### config.mk
export PLATFORM = sky130hd
export DESIGN_NAME = direction_input
export DESIGN_NICKNAME = d
export VERILOG_FILES = /design/src/rtl/direction_input_pkg.sv /design/src/rtl/direction_input_debounce.sv /design/src/rtl/direction_input.sv
export SDC_FILE = /design/constraint.sdc
export NUM_CORES = 1
export LEC_CHECK = 0
export BUFFER_PORTS_ARGS = -buffer_cell sky130_fd_sc_hd__buf_4
export CORE_MARGIN = 1.5
export CORE_UTILIZATION = 40
export CTS_CLUSTER_SIZE = 20
export DETAILED_ROUTE_END_ITERATION = 16
export PLACE_DENSITY = 0.56
export SLEW_MARGIN = 0
export SYNTH_ARGS = -nofsm -noshare
export SYNTH_HDL_FRONTEND = slang
export SYNTH_SLANG_ARGS = --single-unit
### constraint.sdc
create_clock -name clock -period 2.5 [get_ports clock]
set_input_delay 0.625 -clock clock [delete_from_list [all_inputs] [get_ports clock]]
set_output_delay 0.625 -clock clock [all_outputs]
set_load 0.05 [all_outputs]
### src/rtl/direction_input_pkg.sv
`default_nettype none
// ============================================================================
//  Module      : direction_input_pkg
//  Description : Shared direction codes, FSM state encodings and helpers for
//                the push-button front end of the game controller.
//  Revision    : 1.0 - initial release
// ============================================================================
package direction_input_pkg;

    // One-hot move codes, matching the controller's case decode
    localparam logic [3:0] c_DIR_NONE  = 4'b0000;
    localparam logic [3:0] c_DIR_LEFT  = 4'b0001;
    localparam logic [3:0] c_DIR_RIGHT = 4'b0010;
    localparam logic [3:0] c_DIR_DOWN  = 4'b0100;
    localparam logic [3:0] c_DIR_UP    = 4'b1000;

    // Direction FSM encodings
    localparam logic [0:0] c_ST_IDLE = 1'b0;
    localparam logic [0:0] c_ST_HOLD = 1'b1;

    // True when exactly one of the four keys is pressed
    function automatic logic f_is_onehot(input logic [3:0] v);
        return (v != 4'd0) && ((v & (v - 4'd1)) == 4'd0);
    endfunction

endpackage
`default_nettype wire

### src/rtl/direction_input_debounce.sv
`default_nettype none
// ============================================================================
//  Module      : key_debounce
//  Description : Synchronises one raw active-low button and debounces it into
//                an active-high level that only changes after the input has
//                disagreed with it for DEBOUNCE_CYCLES consecutive cycles.
//  Revision    : 1.0 - initial release
// ============================================================================
module key_debounce #(
    parameter int DEBOUNCE_CYCLES = 500000,
    parameter int CNT_W           = 20
) (
    input  logic clock,
    input  logic reset,
    input  logic raw_n,
    output logic level
);

    localparam logic [CNT_W-1:0] c_CNT_LAST = CNT_W'(DEBOUNCE_CYCLES - 1);

    logic             r_meta;
    logic             r_sync;
    logic             r_synced;
    logic [CNT_W-1:0] r_cnt;
    logic             r_level;

    // Two-flop synchroniser, then an active-high copy of the synced value
    always_ff @(posedge clock) begin
        if (reset) begin
            r_meta   <= 1'b1;
            r_sync   <= 1'b1;
            r_synced <= 1'b0;
        end else begin
            r_meta   <= raw_n;
            r_sync   <= r_meta;
            r_synced <= ~r_sync;
        end
    end

    // Count consecutive disagreement; flip the level once it has persisted
    always_ff @(posedge clock) begin
        if (reset) begin
            r_cnt   <= '0;
            r_level <= 1'b0;
        end else if (r_synced == r_level) begin
            r_cnt   <= '0;
        end else if (r_cnt == c_CNT_LAST) begin
            r_level <= ~r_level;
            r_cnt   <= '0;
        end else begin
            r_cnt   <= r_cnt + CNT_W'(1);
        end
    end

    assign level = r_level;

endmodule
`default_nettype wire

### src/rtl/direction_input.sv
`default_nettype none
// ============================================================================
//  Module      : direction_input
//  Description : Front end for the controller's direction/start inputs.
//                Debounces four direction keys and a start key and emits one
//                single-cycle one-hot direction pulse per press, plus a
//                single-cycle start pulse. Start wins over direction.
//  Revision    : 1.0 - initial release
// ============================================================================
module direction_input
    import direction_input_pkg::*;
#(
    parameter int DEBOUNCE_CYCLES = 500000,
    parameter int CNT_W           = 20
) (
    input  logic       clock,
    input  logic       reset,
    input  logic [3:0] key_n,
    input  logic       start_n,
    output logic [3:0] direction,
    output logic       start
);

    // After reset the debounced levels read "released" until the sync chain
    // and debounce window have refilled. Releases seen during that window are
    // not trusted, so a key held across reset cannot look like a new press.
    localparam int c_SETTLE   = DEBOUNCE_CYCLES + 3;
    localparam int c_SETTLE_W = $clog2(c_SETTLE + 1);
    localparam logic [c_SETTLE_W-1:0] c_SETTLE_VAL = c_SETTLE_W'(c_SETTLE);

    logic [3:0]            w_keys;
    logic                  w_start_lvl;
    logic                  w_settled;
    logic                  w_start_fire;
    logic [0:0]            w_state_nxt;
    logic [3:0]            w_dir_nxt;
    logic                  w_armed_nxt;

    logic [0:0]            r_state;
    logic [3:0]            r_direction;
    logic                  r_start;
    logic                  r_start_armed;
    logic [c_SETTLE_W-1:0] r_settle;

    genvar gi;
    generate
        for (gi = 0; gi < 4; gi++) begin : g_key
            key_debounce #(
                .DEBOUNCE_CYCLES (DEBOUNCE_CYCLES),
                .CNT_W           (CNT_W)
            ) u_key (
                .clock (clock),
                .reset (reset),
                .raw_n (key_n[gi]),
                .level (w_keys[gi])
            );
        end
    endgenerate

    key_debounce #(
        .DEBOUNCE_CYCLES (DEBOUNCE_CYCLES),
        .CNT_W           (CNT_W)
    ) u_start (
        .clock (clock),
        .reset (reset),
        .raw_n (start_n),
        .level (w_start_lvl)
    );

    assign w_settled    = (r_settle == c_SETTLE_VAL);
    assign w_start_fire = w_start_lvl && r_start_armed;

    // Post-reset settle timer, saturating once the input pipeline is full
    always_ff @(posedge clock) begin
        if (reset) begin
            r_settle <= '0;
        end else if (!w_settled) begin
            r_settle <= r_settle + c_SETTLE_W'(1);
        end
    end

    // Next-state, next-output and start arming decisions
    always_comb begin
        w_state_nxt = r_state;
        w_dir_nxt   = c_DIR_NONE;
        w_armed_nxt = r_start_armed;

        if (!w_start_lvl) begin
            if (w_settled) begin
                w_armed_nxt = 1'b1;
            end
        end else if (w_start_fire) begin
            w_armed_nxt = 1'b0;
        end

        case (r_state)
            c_ST_IDLE: begin
                if (w_keys != 4'd0) begin
                    // Any press leaves IDLE; only an unambiguous, unpreempted
                    // single key produces a move.
                    w_state_nxt = c_ST_HOLD;
                    if (f_is_onehot(w_keys) && !w_start_fire) begin
                        w_dir_nxt = w_keys;
                    end
                end
            end
            c_ST_HOLD: begin
                if ((w_keys == 4'd0) && w_settled) begin
                    w_state_nxt = c_ST_IDLE;
                end
            end
            default: begin
                w_state_nxt = c_ST_HOLD;
            end
        endcase
    end

    // State and registered outputs
    always_ff @(posedge clock) begin
        if (reset) begin
            r_state       <= c_ST_HOLD;
            r_direction   <= c_DIR_NONE;
            r_start       <= 1'b0;
            r_start_armed <= 1'b0;
        end else begin
            r_state       <= w_state_nxt;
            r_direction   <= w_dir_nxt;
            r_start       <= w_start_fire;
            r_start_armed <= w_armed_nxt;
        end
    end

    assign direction = r_direction;
    assign start     = r_start;

    // Direction is idle or names exactly one key
    assert property (@(posedge clock) $onehot0(r_direction));

endmodule
`default_nettype wire

==> key figures <==
Drt
  • Number of vias per cell: 5.33
  • Drt wl/cell: approximately 13 um
  • Drt drc: 0
  • Remaining antenna violation count: 0
  • DR iter-0 viols: 242
  • Detailed-route via count: 5085
  • Total routed wirelength: 12.3 mm
  • Drt pass-1 iters: 4

Power
  • Worst VDD drop: 0.481 mV
  • Register share of total power: 47.6%
  • Sw power: 1070 uW
  • Net Sw Frac: 21.6%
  • Clock power frac: 51.3%
  • Logic pwr share: approximately 1.1%
  • Leak: 0.00232 uW
  • Total Power: 4940 uW
  • Internal power: between 3000 and 4000 uW
  • Pwr/cell area: 685 mW/mm^2

Global route
  • Initial antenna violation count: 0
  • Tot GR Track Use: 16.2%
  • Vias in the first global route: 4751
  • First-pass GRT wire length: 21.7 mm
  • Grt total ovfl: 0
  • Largest net degree at the start of global routing: 34

Logic synthesis
  • Post-Synth XOR/XNOR Area: 10.1%
  • Ranking of synthesized cells by area: dfxtp_1 (46%), xor2_1 (7.9%), nor2_1 (5.5%)
  • Post-Syn Nets: roughly 740
  • Cell count after synthesis: 723
  • Synth area leader: dfxtp_1
  • Cell variety after synth: 42
  • Average size of a mapped cell: 8.78 um^2
  • Mux share of post-synthesis cell area: 0.237%
  • Synth Area in Compound Gates: 9.47%
  • Post-synth EDFFs: 0
  • Number of synthesized register bits: 146
  • Simple-Gate Fraction of Synth Area: 29.7%
  • Synth top area share: 46.1%
  • Largest family of logic cells by synthesized area: simple AND/OR/NAND/NOR gates
  • Yosys Warn Count: 0
  • Asr flop ratio synth: 0%
  • Post-Synth Adder-Cell Area: 1.18%
  • Mapped cell area: between 0.006 and 0.007 mm^2
  • Sequential area share after synthesis: between 40 and 50%
  • Main synth FF type: dfxtp_1

Final layout
  • Reg area: 0.00292 mm^2
  • Area Overhead vs Synth: 13.6%
  • Most frequent cells in the layout: dfxtp_1 (146), nor2_1 (93), xor2_1 (57)
  • Post-layout util: 46.9%
  • Multi-input combinational cell area: 0.00322 mm^2
  • Fillcell total: 1484
  • Diodes inserted: 0
  • Layout net count: 743
  • Commonest non-fill, non-tap cell in the layout: dfxtp_1
  • Layout cells sized above 1: 9.15%

Timing
  • RSZ-0062 raised after global routing: no
  • Final hold viol count: 0
  • Slew Viols, Final: 0
  • Period utilization: 82.6%
  • Max Clock Skew: approximately 0.011 ns
  • Final setup vio count: 0
  • Final Critical Period: 2.06 ns
  • Fmax: around 480 MHz
  • Max-slew headroom: 77.9%
  • Setup TNS: 0 ns
  • Worst setup slack after layout: 0.436 ns
  • Worst-Margin Slew: approximately 0.33 ns

CTS
  • Clk pin slew, worst setup/hold paths: 0.06 ns
  • H-tree lvl count: 4
  • Post-CTS Setup Inserts: 0
  • CTS tree: yes
  • Clock tree buffer depth: 2
  • Hold_buf cts: 0
  • CTS resizes: 0
  • Total CTS buffers: 17
  • Root Buffer Master: clkbuf_16
  • TritonCTS Sinks: around 150
  • Skew-Pair Late Insertion Delay: 0.43 ns

Worst setup path
  • Reg-to-reg startpoint: g_key[3].u_key.r_cnt[12]
  • Max stage delay on crit path: ~0.60 ns
  • Critical Path End Type: flop
  • Crit start category: flop
  • Crit path max fanout: 20
  • Critical path arrival: 2.37 ns
  • Worst EP required: between 2 and 3 ns
  • Slowest CP cell: or4_1
  • Crit path from: g_key[3].u_key.r_cnt[12]
  • WS Path Type: flop to flop
  • Worst path cell trace: or4_1 > or4_1 > o21ai_1 > buf_4 > nor2_1
  • CP Buf/Inv Count: 1
  • Crit path max-delay family: simple AND/OR/NAND/NOR gates
  • Most common cell on crit path: or4_1

Place
  • Pre-CTS WS: roughly 0.44 ns
  • RePlAce Congestion: 0.764
  • DP Wirelength: 8.26 mm
  • Port bufs: 11

Job
  • Max_cap viols: 0

Floorplanning
  • Core area: around 0.015 mm^2
  • Die height: 129 um
  • # IOs: 12
  • Die Wd: 129 um
  • Die ar.: between 0.015 and 0.02 mm^2
  • FP Rows: between 40 and 50
  • Initial core utilization: 41.3%

Min path
  • Min-delay src: g_key[0].u_key.r_sync
  • Min-delay worst type: flop to flop

Run status
  • Status: completed
area by class of cell:
type                       count  area share (%)
clock buffer                  18            6.09
tap                          211            3.66
multi-input combinational    527            44.6
inverter                      19           0.989
clock inverter                14            2.12
timing repair buffer          19            1.98
sequential                   146            40.5
worst paths after layout:
path	to	slack [ns]	depth (start not counted)
worst min-delay path	g_key[0].u_key.r_synced	0.37	1
worst max-delay path	g_key[3].u_key.r_cnt[7]	0.44	5
worst max register to register	g_key[3].u_key.r_cnt[7]	0.44	5
worst min register to register	g_key[0].u_key.r_synced	0.37	1
power by group through the flow:
stage	combinational [uW]	sequential, uW	clock (uW)
floorplan	36.6	2400	0
global placement	53.1	2400	0
detailed placement	54.0	2400	0
CTS	54.8	2350	2610
global route	61.4	2350	2710
finish	54.3	2350	2530
worst reg2reg max path, delay by kind of cell (launching register included):
family,cells,cell delay [ns]
simple gates,3,1.20
flops,1,0.35
buf+inv,1,0.26
compound gates,1,0.14
cell usage after synthesis, drive strengths merged (19+ instances only):
library cell / n
dfxtp: 146
nand4: 39
nand2: 37
or4: 24
o21ai: 29
nand3: 46
xor2: 57
a21oi: 41
inv: 19
or3: 21
clkbuf: 21
nor2: 93
through the flow:
stage                     instances  cell area [um^2]  hold slack [ns]
after floorplan                 723              6340            0.363
after global placement          922              6620            0.367
after detailed placement        922              6620            0.366
after CTS                       954              7210            0.358
after global routing            954              7210            0.368
final                           954              7210            0.373
cells by family after synthesis:
logic type / count (synthesis)
xor+xnor: 73
flops: 146
fa+ha+maj: 6
simple gates: 346
compound gates: 101
mux: 1
buf+inv: 50
registers in the layout (all words and copies together) (netlist names):
| signal | flops |
|---|---|
| direction | 4 |
| g_key.u_key.level | 4 |
| g_key.u_key.r_cnt | 80 |
| g_key.u_key.r_meta | 4 |
| g_key.u_key.r_sync | 4 |
| g_key.u_key.r_synced | 4 |
| r_settle | 19 |
| r_start_armed | 1 |
| r_state | 1 |
| start | 1 |
| u_start.level | 1 |
| u_start.r_cnt | 20 |
| u_start.r_meta | 1 |
| u_start.r_sync | 1 |
| u_start.r_synced | 1 |
per-layer routing:
metal / global-route usage [%] / routed length [um]
met2: 25.7 / 5610
met3: 4.70 / 317
met5: 0 / 0
met1: 20.9 / 6240
met4: 5.95 / 123
(Power assumes the default switching activity.)
